## config.mk

```make
export PLATFORM = sky130hd
export DESIGN_NAME = brick_blitter
export DESIGN_NICKNAME = d
export VERILOG_FILES = /design/src/rtl/vga_pkg.sv /design/src/rtl/brick_blitter.sv
export SDC_FILE = /design/constraint.sdc
export NUM_CORES = 1
export LEC_CHECK = 0
export ABC_AREA = 1
export ABC_CLOCK_PERIOD_IN_PS = 3500
export CAP_MARGIN = 20
export CORE_ASPECT_RATIO = 1.25
export CORE_MARGIN = 2
export CORE_UTILIZATION = 30
export DETAILED_ROUTE_END_ITERATION = 8
export PLACE_DENSITY_LB_ADDON = 0.15
export SYNTH_ARGS = -nofsm -noshare
export SYNTH_HDL_FRONTEND = slang
export SYNTH_SLANG_ARGS = --single-unit
```

## constraint.sdc

```tcl
create_clock -name clk -period 3.5 [get_ports clk]
set_input_delay 0.7 -clock clk [delete_from_list [all_inputs] [get_ports clk]]
set_output_delay 0.7 -clock clk [all_outputs]
set_load 0.02 [all_outputs]
```

## src/rtl/vga_pkg.sv

```systemverilog
// Shared VGA constants, brick types and blitter state types.
// Imported by the draw engine and its bench.
package vga_pkg;

  localparam int SCR_W = 640;
  localparam int SCR_H = 480;
  localparam int SPR_W = 32;
  localparam int SPR_H = 16;
  localparam int NPIX  = SPR_W * SPR_H;

  localparam logic [3:0] TRANSP = 4'h0;

  typedef enum logic [3:0] {
    GREY  = 4'd1,
    BLUE  = 4'd2,
    SHINE = 4'd3,
    TYPE4 = 4'd4
  } brick_t;

  typedef enum logic [1:0] {
    IDLE,
    FETCH,
    DRAIN
  } state_t;

  typedef struct packed {
    logic        vld;
    logic [18:0] addr;
    logic [3:0]  data;
  } fb_wr_t;

endpackage

```

## src/rtl/brick_blitter.sv

```systemverilog
// Brick sprite draw engine: walks the sprite ROM in raster order
// and streams clipped, opaque pixels to the framebuffer port.
module brick_blitter
  import vga_pkg::*;
(
  input  logic        clk,
  input  logic        rst_n,
  input  logic        req_valid,
  output logic        req_ready,
  input  logic [9:0]  req_x,
  input  logic [8:0]  req_y,
  input  logic [3:0]  req_type,
  output logic [18:0] rom_addr,
  output logic [3:0]  rom_type,
  input  logic [3:0]  rom_data,
  output logic        fb_we,
  output logic [18:0] fb_addr,
  output logic [3:0]  fb_data,
  input  logic        fb_ready,
  output logic        busy,
  output logic        done
);

  state_t      state_q, state_d;
  logic [4:0]  col_q, col_d;
  logic [3:0]  row_q, row_d;
  logic [9:0]  x_q, x_d;
  logic [8:0]  y_q, y_d;
  logic [3:0]  type_q, type_d;
  fb_wr_t      b_q, b_d;
  logic        done_q, done_d;

  logic        stall;
  logic        last;
  logic        vis;
  logic [10:0] sx;
  logic [9:0]  sy;
  logic [18:0] pix;

  assign stall = b_q.vld & ~fb_ready;
  assign last  = (col_q == 5'(SPR_W - 1))
               & (row_q == 4'(SPR_H - 1));

  assign sx = {1'b0, x_q} + {6'b0, col_q};
  assign sy = {1'b0, y_q} + {6'b0, row_q};

  // Clip on the unwrapped coordinates, truncate only the final address
  assign vis = (sx < 11'(SCR_W))
             & (sy < 10'(SCR_H))
             & (rom_data != TRANSP);
  assign pix = 19'(32'(sy) * 32'(SCR_W)
             + 32'(sx));

  always_comb begin
    state_d = state_q;
    col_d   = col_q;
    row_d   = row_q;
    x_d     = x_q;
    y_d     = y_q;
    type_d  = type_q;
    b_d     = b_q;
    done_d  = 1'b0;
    if (b_q.vld && fb_ready) begin
      b_d.vld = 1'b0;
    end
    unique case (state_q)
      IDLE: begin
        if (req_valid) begin
          x_d     = req_x;
          y_d     = req_y;
          type_d  = req_type;
          col_d   = '0;
          row_d   = '0;
          state_d = FETCH;
        end
      end
      FETCH: begin
        if (!stall) begin
          b_d.vld = vis;
          if (vis) begin
            b_d.addr = pix;
            b_d.data = rom_data;
          end
          col_d = col_q + 5'd1;
          if (col_q == 5'(SPR_W - 1)) begin
            row_d = row_q + 4'd1;
          end
          if (last) begin
            state_d = DRAIN;
          end
        end
      end
      DRAIN: begin
        if (!b_q.vld || fb_ready) begin
          state_d = IDLE;
          done_d  = 1'b1;
        end
      end
      default: state_d = IDLE;
    endcase
  end

  always_ff @(posedge clk or negedge rst_n) begin
    if (!rst_n) begin
      state_q <= IDLE;
      col_q   <= '0;
      row_q   <= '0;
      x_q     <= '0;
      y_q     <= '0;
      type_q  <= '0;
      b_q     <= '0;
      done_q  <= 1'b0;
    end else begin
      state_q <= state_d;
      col_q   <= col_d;
      row_q   <= row_d;
      x_q     <= x_d;
      y_q     <= y_d;
      type_q  <= type_d;
      b_q     <= b_d;
      done_q  <= done_d;
    end
  end

  assign rom_addr  = 19'(row_q) * 19'(SPR_W)
                   + 19'(col_q);
  assign rom_type  = type_q;
  assign fb_we     = b_q.vld;
  assign fb_addr   = b_q.addr;
  assign fb_data   = b_q.data;
  assign busy      = (state_q != IDLE);
  assign req_ready = (state_q == IDLE);
  assign done      = done_q;

endmodule

```

# Word-level counts from Yosys, hierarchy flattened
# Cells that the tools add are included.
# op_classes
mul,1
muxes,18
eq_ne,9
add_sub_neg,6
n_bitwise,6
shift,0
n_reduce_logical,12
div_mod_pow,0
order_cmp,2
# ops
op,count
24-bit two-way mux,2
23-bit two-way mux,1
19-bit by 11-bit adder with 19-bit output,1
"10-bit by 3-bit multiplier with 12-bit output, second input constant",1
4-bit two-way mux,3
10-bit by 5-bit adder with 11-bit output,1
"11-bit by 10-bit < comparator with 1-bit output, second input constant",1
9-bit by 4-bit adder with 10-bit output,1
9-bit by 5-bit adder with 10-bit output,1
"10-bit by 9-bit < comparator with 1-bit output, second input constant",1
5-bit two-way mux,2
"2-bit inequality test, second input constant",5
5-bit one-hot mux with 2 select lines,1
2-bit two-way mux,4
4-bit one-hot mux with 2 select lines,1
4-bit AND reduction,2
2-bit one-hot mux with 3 select lines,1
3-bit AND reduction,2
"5-bit by 1-bit adder with 5-bit output, second input constant",1
"5-bit == test, second input constant",1
"4-bit by 1-bit adder with 4-bit output, second input constant",1
1-bit AND,4
"4-bit == test, second input constant",1
2-bit nonzero test,2
10 further kinds,13
# totals
output_inout_bits,50
mem_bits_rw,0
rom_bits,0
latch_bits,0
reg_bits,59
memories,0
in_bits,31

# Longest topological paths before layout
# Gate-level depths: netlist of the first run.
# logic_depth
word_depth,7
depth_mapped,23
mapped_depth_nobuf,23

# Worst setup path after synthesis of the first run
# No wires, ideal clock.
# synth_timing
path_kind,register to register
startpoint,register row_q[0]
endpoint,"register b_q, in the netlist fb_addr[18]"
setup_ns,0.117
arrival_ns,3.259
path_slack_ns,0.124
stages_incl_launch_ff,19
n_path_buf,0
synth_period_minus_slack_ns,3.376
cell_sequence,dfrtp_1 -> ha_1 -> fa_1 -> a21oi_1 -> xor2_1 -> inv_1 -> ha_1 -> inv_1 -> fa_1 -> nor2_1 -> nand3_1 -> nand3_1 -> nand2_1 -> nor2_1 -> nand3_1 -> nor2_1 -> nand3_1 -> nand3_1 -> nand2_1
# synth_via
elab_chain_cells,5
word_cells_on_any_way,7
cone_classes,add/sub: 2; mul: 1; order compare: 1; bitwise: 2; reduce/logical: 1
# synth_lines
item,line_no,source
"start, declared",brick_blitter.sv:26,"logic [3:0] row_q, row_d;"
"start signal, assigned",brick_blitter.sv:116,row_q <= row_d;
9-bit by 4-bit adder with 10-bit output *,brick_blitter.sv:45,"assign sy = {1'b0, y_q} + {6'b0, row_q};"
branches (longest 4 deep; another with 19-bit by 11-bit adder with 19-bit output),-,
"end signal, assigned",brick_blitter.sv:111,b_q <= '0;
"end signal, assigned",brick_blitter.sv:120,b_q <= b_d;
"end, declared",brick_blitter.sv:30,"fb_wr_t b_q, b_d;"
# Mark *: on every way between the ends.
# A chain may end at the register's enable or synchronous reset.

# Final worst setup path of the first run
# layout_timing
startpoint,register row_q[1]
endpoint,"register b_q, in the netlist fb_addr[18]"
# Same word-level chain as after synthesis.

==> results of run 1 <==
-- critical path, cell delays in order (launching register included) --
cell	delay (ns)
dfrtp_2	0.44
ha_1	0.33
nand3_1	0.12
nand3_2	0.11
xor2_2	0.17
ha_1	0.30
ha_1	0.24
inv_1	0.10
fa_2	0.48
nor2_4	0.15
nand3_1	0.11
nand3_2	0.10
nand2_1	0.05
nor2_1	0.08
nand3_1	0.10
nor2_1	0.11
nand3_1	0.07
nand3_1	0.08
nand2_1	0.05
-- registers in the layout, indices dropped and copies added, names as in the netlist --
name      count
col_q         5
done          1
fb_addr      19
fb_data       4
fb_we         1
rom_type      4
row_q         4
state_q       2
x_q          10
y_q           9
-- where the power goes --
group / switching [W] / internal (W)
sequential: 0.000236 / 0.000990
clock: 0.000320 / 0.000642
combinational: 0.00223 / 0.00147
-- metal layers --
| layer | vias up | GRT usage (%) | routed length [µm] |
|---|---|---|---|
| li1 | 1822 | - | - |
| met3 | 10 | 2.32 | 344 |
| met2 | 66 | 22.5 | 4550 |
| met5 | - | 0 | 0 |
| met1 | 1595 | 18.8 | 4630 |
| met4 | 0 | 5.34 | 155 |
-- logic make-up after synthesis --
| family | after synthesis | share of synthesized area, % |
|---|---|---|
| AOI/OAI and AO/OA | 50 | 7.91 |
| and+or+nand+nor | 280 | 30.3 |
| buffers and inverters | 85 | 9.62 |
| DFF | 59 | 36.1 |
| adders and majority gates | 36 | 11.7 |
| other | 1 | 0.0916 |
| xor gates and xnor gates | 20 | 4.28 |
-- final cells by class --
class | count | share of cell area, %
Inverter | 66 | 4.63
Clock inverter | 6 | 1.66
Timing Repair Buffer | 79 | 14.3
Tap cell | 171 | 4.00
Multi-Input combinational cell | 396 | 43.3
Sequential cell | 59 | 27.6
Clock buffer | 10 | 4.47
-- cell usage after synthesis, drive strengths merged (4+ instances only) --
master / instances / area (µm²)
a21oi: 11 / 55.1
buf: 18 / 143
dfrtp: 59 / 1480
fa: 4 / 80.1
ha: 32 / 400
inv: 66 / 248
nand2: 198 / 776
nand3: 35 / 193
nand4: 8 / 50.1
nor2: 25 / 120
nor3: 5 / 41.3
o21ai: 33 / 225
or2: 4 / 27.5
xnor2: 4 / 35.0
xor2: 16 / 140
-- stage by stage --
step                      worst slack [ns]  utilization [%]  TNS, ns  hold slack, ns
after global routing               -0.0330             40.2  -0.0354           0.500
after floorplan                      0.124                -        0           0.404
after global placement               0.116             37.3        0           0.465
final                                0.204             40.2        0           0.447
after detailed placement            0.0561             37.3        0           0.469
after CTS                          0.00808             39.8        0           0.471
-- how the worst max path moves through the flow --
stage | end | slack (ns) | depth (start not counted)
floorplan | fb_addr[18] | 0.12 | 18
global placement | fb_addr[18] | 0.12 | 18
detailed placement | fb_addr[18] | 0.06 | 18
CTS | fb_addr[18] | 0.008 | 18
global route | fb_addr[18] | -0.03 | 18
finish | fb_addr[18] | 0.20 | 18
-- timing repair --
action                                  4_1_cts  5_1_grt
endpoints found under the hold margin         0        0
pin swaps                                     0        1
endpoints found under the setup margin        1        6
setup buffers                                 0        1
resized for setup                             2       14
==> impl_metrics.ini, run 1 <==
[outcome]
status = finished clean

[final_layout]
final_cells = 787
diodes = 0
areaGrowthSynthToFinish_pct = 30.5
stdcell_area_um2 = 5350
drive_above_1_share_pct = 13.0
seqCellArea_um2 = 1480
final_common_cell = nand2_1
multi_input_area_um2 = 2310
mostFrequentLayoutCells = 185 x nand2_1, 69 x clkdlybuf4s50_1, 63 x inv_1, 58 x dfrtp_1, 31 x nand3_1
nNetsFinal = 678
nFillCells = 1408

[worst_setup_path]
r2r_start = row_q[1]
cp.required_ns = 3.71
worstPathMaxFanout = 4
critical_path_class = flip-flop to flip-flop
cp-start-kind = flip-flop
endpoint_kind = flip-flop
regToRegEndpoint = fb_addr[18]
arrival_ns = 3.51
crit_start = row_q[1]
r2r_cells = 18
r2r_setup_slack_ns = 0.20

[routing]
dr.pass1.iters = 4
drtAntennaViolNets = 0
drc = 0
wl_per_cell_um = 12.3
drt_iter0_markers = 105
viasPerCell = 4.44
totalWireLength_mm = 9.68
dr_total_vias = 3493

[die]
chipHeight_um = 135
die_x_um = 109
fp-row-count = 47
pin_count = 81
dieArea_um2 = 14600
initial_core_util_pct = 30.8
core_area_um2 = 13300

[clocking]
cts_root_buf = clkbuf_16
clk_latency_ns = 0.33
cts_tree = yes
clk_pin_slew_ns = 0.06
numCtsBuffers = 9
numClockSinks = 59
cts-htree-levels = 3
cts-hold-fix-buffers = 0
cts.path.max_buffers = 2

[timing]
tightest_slew_ns = 0.772
timing.final.crit_period_ns = 3.30
finalMaxSlewViolations = 0
finalCritPeriodShare_pct = 94.2
rsz0062_at_grt = true
maxClockFrequency_ghz = 0.303
setup_viol = 0
relSlewSlack_pct = 48.5
skew_ns = 0.00721
hold_violations = 0

[placed_design]
gp_congestion = 0.802
io_buffers = 70
place_inst = 770
dpl_cell_area_um2 = 4950
post-dp-hpwl_mm = 7.45

[synthesis]
syn_area_um2 = 4100
yosysUniqueCellTypes = 42
async_flop_share_pct = 100
avgSynthCellArea_um2 = 7.71
synth-main-ff-cell = dfrtp_1
yosysWarnings = 0
ys_seq_elements = 59
synth_edf_count = 0
syn_inst = 531
synth_seq_area_share_pct = 36.1

[global_route]
grt_pass1_vias = 3460
grtUsageTotal_pct = 14.0
grt-ovfl-total = 0
grt_first_pass_wirelength_mm = 16.3
antenna_found_initial = 0
grt_max_degree = 43

[pwr]
p_leak_nw = 2.70
ir_drop_v = 0.000380
p_per_area_nw_per_um2 = 1100
p_total_w = 0.00588

[hold_path]
min_path_type = input pin to asynchronous set/reset pin

[job]
maxCapViolations = 0
Power figures use the tool's default switching activity.
==> run 2: changes to the inputs <==
--- a/config.mk
+++ b/config.mk
@@ -6,12 +6,13 @@
 export NUM_CORES = 1
 export LEC_CHECK = 0
 export ABC_AREA = 1
-export ABC_CLOCK_PERIOD_IN_PS = 3500
+export ABC_CLOCK_PERIOD_IN_PS = 4000
 export CAP_MARGIN = 20
 export CORE_ASPECT_RATIO = 1.25
 export CORE_MARGIN = 2
 export CORE_UTILIZATION = 30
 export DETAILED_ROUTE_END_ITERATION = 8
+export DONT_BUFFER_PORTS = 1
 export PLACE_DENSITY_LB_ADDON = 0.15
 export SYNTH_ARGS = -nofsm -noshare
 export SYNTH_HDL_FRONTEND = slang
==> constraint.sdc (replaced) <==
create_clock -name clk -period 4 [get_ports clk]
set_input_delay 0.8 -clock clk [delete_from_list [all_inputs] [get_ports clk]]
set_output_delay 0.8 -clock clk [all_outputs]
set_load 0.02 [all_outputs]
==> run 2 against run 1 <==
Compared with the run above:
- total power decreased by 20%
- maximum frequency shrank 5.0%
- worst setup slack improved by 0.32 ns
- die area is the same
- count of clock-buffer cells in the layout rose by 2
- sequential power rose by 3%
- critical path depth stayed put
- clock power fell by 16%
- non-clock buffer count is 74 lower
- critical path type unchanged
==> impl_metrics.ini, run 2 (synthesized netlist as in run 1, its figures left out) <==
[timing]
setup_viol = 0
finalMaxSlewViolations = 0
fin_tns_setup_ns = 0
timing.final.crit_period_ns = 3.47
rsz0062_at_grt = false
finalCritPeriodShare_pct = 86.8
tightest_slew_ns = 0.614
skew_ns = 0.00949
maxClockFrequency_ghz = 0.288
relSlewSlack_pct = 59.1
hold_violations = 0

[clocking]
clk_pin_slew_ns = 0.05
cts-hold-fix-buffers = 0
cts_resized = 0
numCtsBuffers = 9
cts.path.max_buffers = 2
clk_latency_ns = 0.32
cts_tree = yes
cts-htree-levels = 3
numClockSinks = 59
cts_setup_buffers = 0
cts_root_buf = clkbuf_16

[routing]
dr_total_vias = 3268
wl_per_cell_um = 13.2
totalWireLength_mm = 9.43
drt_iter0_markers = 174
drc = 0
viasPerCell = 4.58
dr.pass1.iters = 4
drtAntennaViolNets = 0

[pwr]
p_per_area_nw_per_um2 = 1020
ir_drop_v = 0.000369
clkPwrFrac_pct = 17.3
p_switching_w = 0.00234
switching_share_pct = 50.0
power_frac_comb_pct = 55.6
pwr-share-seq_pct = 27.2
p_leak_nw = 2.42
internal_power_w = 0.00234

[die]
chipHeight_um = 135
initial_core_util_pct = 30.8
pin_count = 81
dieArea_um2 = 14600
fp-row-count = 47
core_area_um2 = 13300
die_x_um = 109

[final_layout]
diodes = 0
final_common_cell = nand2_1
stdcell_area_um2 = 4570
nNetsFinal = 604
nFillCells = 1416
areaGrowthSynthToFinish_pct = 11.5
largest_reg_flops = 19
final_util_pct = 34.4
drive_above_1_share_pct = 11.4
mostFrequentLayoutCells = 185 x nand2_1, 63 x inv_1, 59 x dfrtp_1, 33 x nand3_1, 32 x ha_1

[placed_design]
gp_congestion = 0.850
dpl_cell_area_um2 = 4230
post-dp-hpwl_mm = 7.26
io_buffers = 0

[worst_setup_path]
cp_cell_sequence = ha_1, fa_1, a21oi_1, xor2_1, inv_1, ha_1, inv_1, fa_1, nor2_1, nand3_1, nand3_1, nand2_1, nor2_1, nand3_1, nor2_1, nand3_1, nand3_1, nand2_1
arrival_ns = 3.68
cp.required_ns = 4.21
cp-start-kind = flip-flop
critical_path_class = flip-flop to flip-flop
worstPathMaxFanout = 4
crit_path_max_incr_delay_ns = 0.54
r2r_start = row_q[0]
endpoint_kind = flip-flop
cp_common_cell = nand3_1
r2r_cells = 18
regToRegEndpoint = fb_addr[18]
crit_path_top_delay_cell = fa_1
r2r_setup_slack_ns = 0.53

[global_route]
grtUsageTotal_pct = 13.5
grt_max_degree = 60
grt-ovfl-total = 0
grt_pass1_vias = 3130
grt_first_pass_wirelength_mm = 15.5
antenna_found_initial = 0

[hold_path]
min_path_type = input pin to asynchronous set/reset pin

[job]
maxCapViolations = 0

[outcome]
status = finished clean
-- run 2: cell types whose count changed in the layout (fill, tap and decap cells not counted), moves of 2 or more --
| cell | previous run | this run |
|---|---|---|
| fa_1 | 2 | 4 |
| clkbuf_8 | 1 | 3 |
| nand3_1 | 31 | 33 |
| nand3_2 | 3 | 1 |
| ha_2 | 3 | 0 |
| nor2_1 | 20 | 22 |
| ha_1 | 28 | 32 |
| clkdlybuf4s50_1 | 69 | 0 |
| buf_4 | 9 | 4 |
| fa_2 | 2 | 0 |
-- run 2: power groups by stage --
stage	Sequential, W	Combinational [W]	Clock (W)
after global placement	0.00128	0.00259	0
after detailed placement	0.00129	0.00262	0
after floorplan	0.00124	0.00213	0
after CTS	0.00128	0.00264	0.000835
final	0.00127	0.00260	0.000809
after global routing	0.00132	0.00303	0.000863
-- run 2: routing by layer --
| layer | GRT usage [%] | part of all wire, % |
|---|---|---|
| met5 | 0 | 0 |
| met4 | 4.06 | 0.56 |
| met3 | 3.96 | 5.8 |
| met2 | 21.0 | 45 |
| met1 | 18.2 | 48 |
-- run 2: per-stage QoR --
stage | setup slack (ns) | total power, W | instances | hold slack [ns]
5_1_grt | 0.195 | 0.00520 | 713 | 0.148
6_report | 0.529 | 0.00468 | 713 | 0.174
3_3_place_gp | 0.602 | 0.00387 | 696 | 0.470
3_5_place_dp | 0.542 | 0.00390 | 696 | 0.480
2_1_floorplan | 0.624 | 0.00337 | 540 | 0.453
4_1_cts | 0.508 | 0.00475 | 712 | 0.155
-- run 2: final cells by class --
class | instances | area [µm²] | area share, %
inverter | 66 | 248 | 5.42
multi-input combinational | 396 | 2260 | 49.4
tap | 171 | 214 | 4.68
clock inverter | 4 | 47.5 | 1.04
sequential | 59 | 1480 | 32.3
clock buffer | 12 | 267 | 5.83
timing repair buffer | 5 | 57.6 | 1.26
-- run 2: worst max-delay path by stage --
stage          slack (ns)  cells past startpoint          end      from
2_1_floorplan        0.62                     18  fb_addr[18]  row_q[0]
3_3_place_gp         0.60                     17  fb_addr[18]  row_q[1]
3_5_place_dp         0.54                     18  fb_addr[18]  row_q[0]
4_1_cts              0.51                     18  fb_addr[18]  row_q[0]
5_1_grt              0.19                     18  fb_addr[17]  row_q[1]
6_report             0.53                     18  fb_addr[18]  row_q[0]
-- run 2: critical path: cells and delay by family (launching register included) --
family,cells,cell delay (ns)
XOR/XNOR,1,0.15
adder cells (fa/ha/maj),4,1.53
AO/OA/AOI/OAI,1,0.19
buffers and inverters,2,0.14
AND/OR/NAND/NOR,10,0.95
flip-flops,1,0.38
==> run 3: changes to the inputs <==
--- a/config.mk
+++ b/config.mk
@@ -12,7 +12,6 @@
 export CORE_MARGIN = 2
 export CORE_UTILIZATION = 30
 export DETAILED_ROUTE_END_ITERATION = 8
-export DONT_BUFFER_PORTS = 1
 export PLACE_DENSITY_LB_ADDON = 0.15
 export SYNTH_ARGS = -nofsm -noshare
 export SYNTH_HDL_FRONTEND = slang
==> run 3 against run 2 <==
Compared with the run above:
- final cell count is 9.5% higher
- sequential share of layout area is 4.2 points lower
- flip-flop and latch count stayed put
- maximum frequency is 1.7% lower
- global-route usage is 0.75 points higher
- register-to-register slack worse by 0.06 ns
- routed wire length is 1.4% higher
==> impl_metrics.ini, run 3 (synthesized netlist as in run 1, its figures left out) <==
[outcome]
status = finished clean

[clocking]
clk_latency_ns = 0.33
cts_root_buf = clkbuf_16
numClockSinks = 59
numCtsBuffers = 9
cts.path.max_buffers = 2
cts-htree-levels = 3
cts_setup_buffers = 0
cts-hold-fix-buffers = 0
cts_resized = 0
cts_tree = yes
clk_pin_slew_ns = 0.06

[final_layout]
multi_input_area_um2 = 2260
drive_above_1_share_pct = 10.0
final_common_cell = nand2_1
mostFrequentLayoutCells = 185 x nand2_1, 69 x clkdlybuf4s50_1, 63 x inv_1, 59 x dfrtp_1, 33 x nand3_1
final_cells = 781
diodes = 0
largest_reg_flops = 19
areaGrowthSynthToFinish_pct = 28.3
nFillCells = 1423
nNetsFinal = 672
seqCellArea_um2 = 1480

[global_route]
grtUsageTotal_pct = 14.3
grt-ovfl-total = 0
grt_first_pass_wirelength_mm = 16.4
grt_pass1_vias = 3467
grt_max_degree = 43
antenna_found_initial = 0

[placed_design]
io_buffers = 70
post-dp-hpwl_mm = 7.55
place_inst = 765
gp_congestion = 0.814

[pwr]
p_leak_nw = 2.67
p_total_w = 0.00500
internal_power_w = 0.00263
power_frac_comb_pct = 61.8
p_per_area_nw_per_um2 = 952
pwr-share-seq_pct = 21.5
ir_drop_v = 0.000331
p_switching_w = 0.00238
clkPwrFrac_pct = 16.7
switching_share_pct = 47.5

[worst_setup_path]
cp.required_ns = 4.22
arrival_ns = 3.75
endpoint_kind = flip-flop
critical_path_class = flip-flop to flip-flop
cp-start-kind = flip-flop
worstPathMaxFanout = 6

[timing]
hold_ws_ns = 0.445
finalMaxSlewViolations = 0
skew_ns = 0.00768
rsz0062_at_grt = false
finalCritPeriodShare_pct = 88.3
maxClockFrequency_ghz = 0.283
timing.final.crit_period_ns = 3.53
setup_viol = 0
hold_violations = 0
tightest_slew_ns = 1.03
fin_tns_setup_ns = 0
relSlewSlack_pct = 31.0

[die]
dieArea_um2 = 14600
fp-row-count = 47
initial_core_util_pct = 30.8
chipHeight_um = 135
die_x_um = 109
core_area_um2 = 13300
pin_count = 81

[job]
maxCapViolations = 0

[routing]
totalWireLength_mm = 9.56
wl_per_cell_um = 12.2
drtAntennaViolNets = 0
drc = 0
dr_total_vias = 3491
viasPerCell = 4.47
drt_iter0_markers = 107
dr.pass1.iters = 4

[hold_path]
min_path_type = input pin to asynchronous set/reset pin
-- run 3: cell count changes in the layout (fill, tap and decap cells not counted) --
| cell | delta |
|---|---|
| buf_4 | -2 |
| clkinv_2 | -2 |
| buf_12 | +1 |
| inv_6 | +1 |
| clkdlybuf4s50_1 | +69 |
| clkinvlp_4 | +1 |
| buf_16 | -1 |
| clkinv_4 | +2 |
| buf_2 | +1 |
| clkbuf_8 | -3 |
| bufinv_16 | +1 |
-- run 3: final cells by class --
| type | count | share of cell area [%] |
|---|---|---|
| well taps | 171 | 4.07 |
| flip-flops and latches | 59 | 28.1 |
| repair buffers | 73 | 13.9 |
| clock buffers | 9 | 4.29 |
| inverters | 66 | 4.72 |
| multi-input cells | 396 | 43.0 |
| clock inverters | 7 | 1.93 |
-- run 3: power groups by stage --
stage / clock (W) / sequential (W) / combinational (W)
after floorplan: 0 / 0.00124 / 0.00213
after global placement: 0 / 0.00108 / 0.00308
after detailed placement: 0 / 0.00109 / 0.00312
after CTS: 0.000863 / 0.00108 / 0.00315
after global routing: 0.000891 / 0.00112 / 0.00356
final: 0.000836 / 0.00108 / 0.00309
-- run 3: stage by stage --
step / util (%) / cell area (µm²) / setup WS (ns)
2_1_floorplan: - / 4130 / 0.624
3_3_place_gp: 36.9 / 4910 / 0.555
3_5_place_dp: 37.1 / 4930 / 0.485
4_1_cts: 39.5 / 5250 / 0.451
5_1_grt: 39.5 / 5250 / 0.106
6_report: 39.5 / 5250 / 0.470
-- run 3: layer usage --
| metal | wire [µm] | vias up | GRT usage (%) |
|---|---|---|---|
| li1 | - | 1821 | - |
| met1 | 4500 | 1585 | 18.8 |
| met2 | 4460 | 73 | 22.7 |
| met3 | 445 | 12 | 3.28 |
| met4 | 153 | 0 | 5.34 |
| met5 | 0 | - | 0 |
-- run 3: path summary, 6_finish.rpt --
| check | from | end | slack, ns | cells past startpoint |
|---|---|---|---|---|
| hold / removal | rst_n | fb_addr[16] | 0.45 | 1 |
| min in group clk | rom_type[3] | rom_type[3] | 0.48 | 2 |
| hold reg to reg | rom_type[3] | rom_type[3] | 0.48 | 2 |
| setup / recovery | row_q[0] | fb_addr[18] | 0.47 | 18 |
| max in group asynchronous | rst_n | rom_type[0] | 2.97 | 2 |
| setup reg to reg | row_q[0] | fb_addr[18] | 0.47 | 18 |
-- run 3: worst max-delay path: stages, from the launching register on --
cell	delay [ns]
dfrtp_1	0.44
ha_1	0.28
fa_1	0.44
a21oi_1	0.19
xor2_1	0.15
inv_1	0.07
ha_1	0.30
inv_1	0.06
fa_1	0.54
nor2_1	0.18
nand3_1	0.09
nand3_1	0.12
nand2_1	0.06
nor2_1	0.09
nand3_1	0.10
nor2_1	0.10
nand3_1	0.07
nand3_1	0.08
nand2_1	0.04
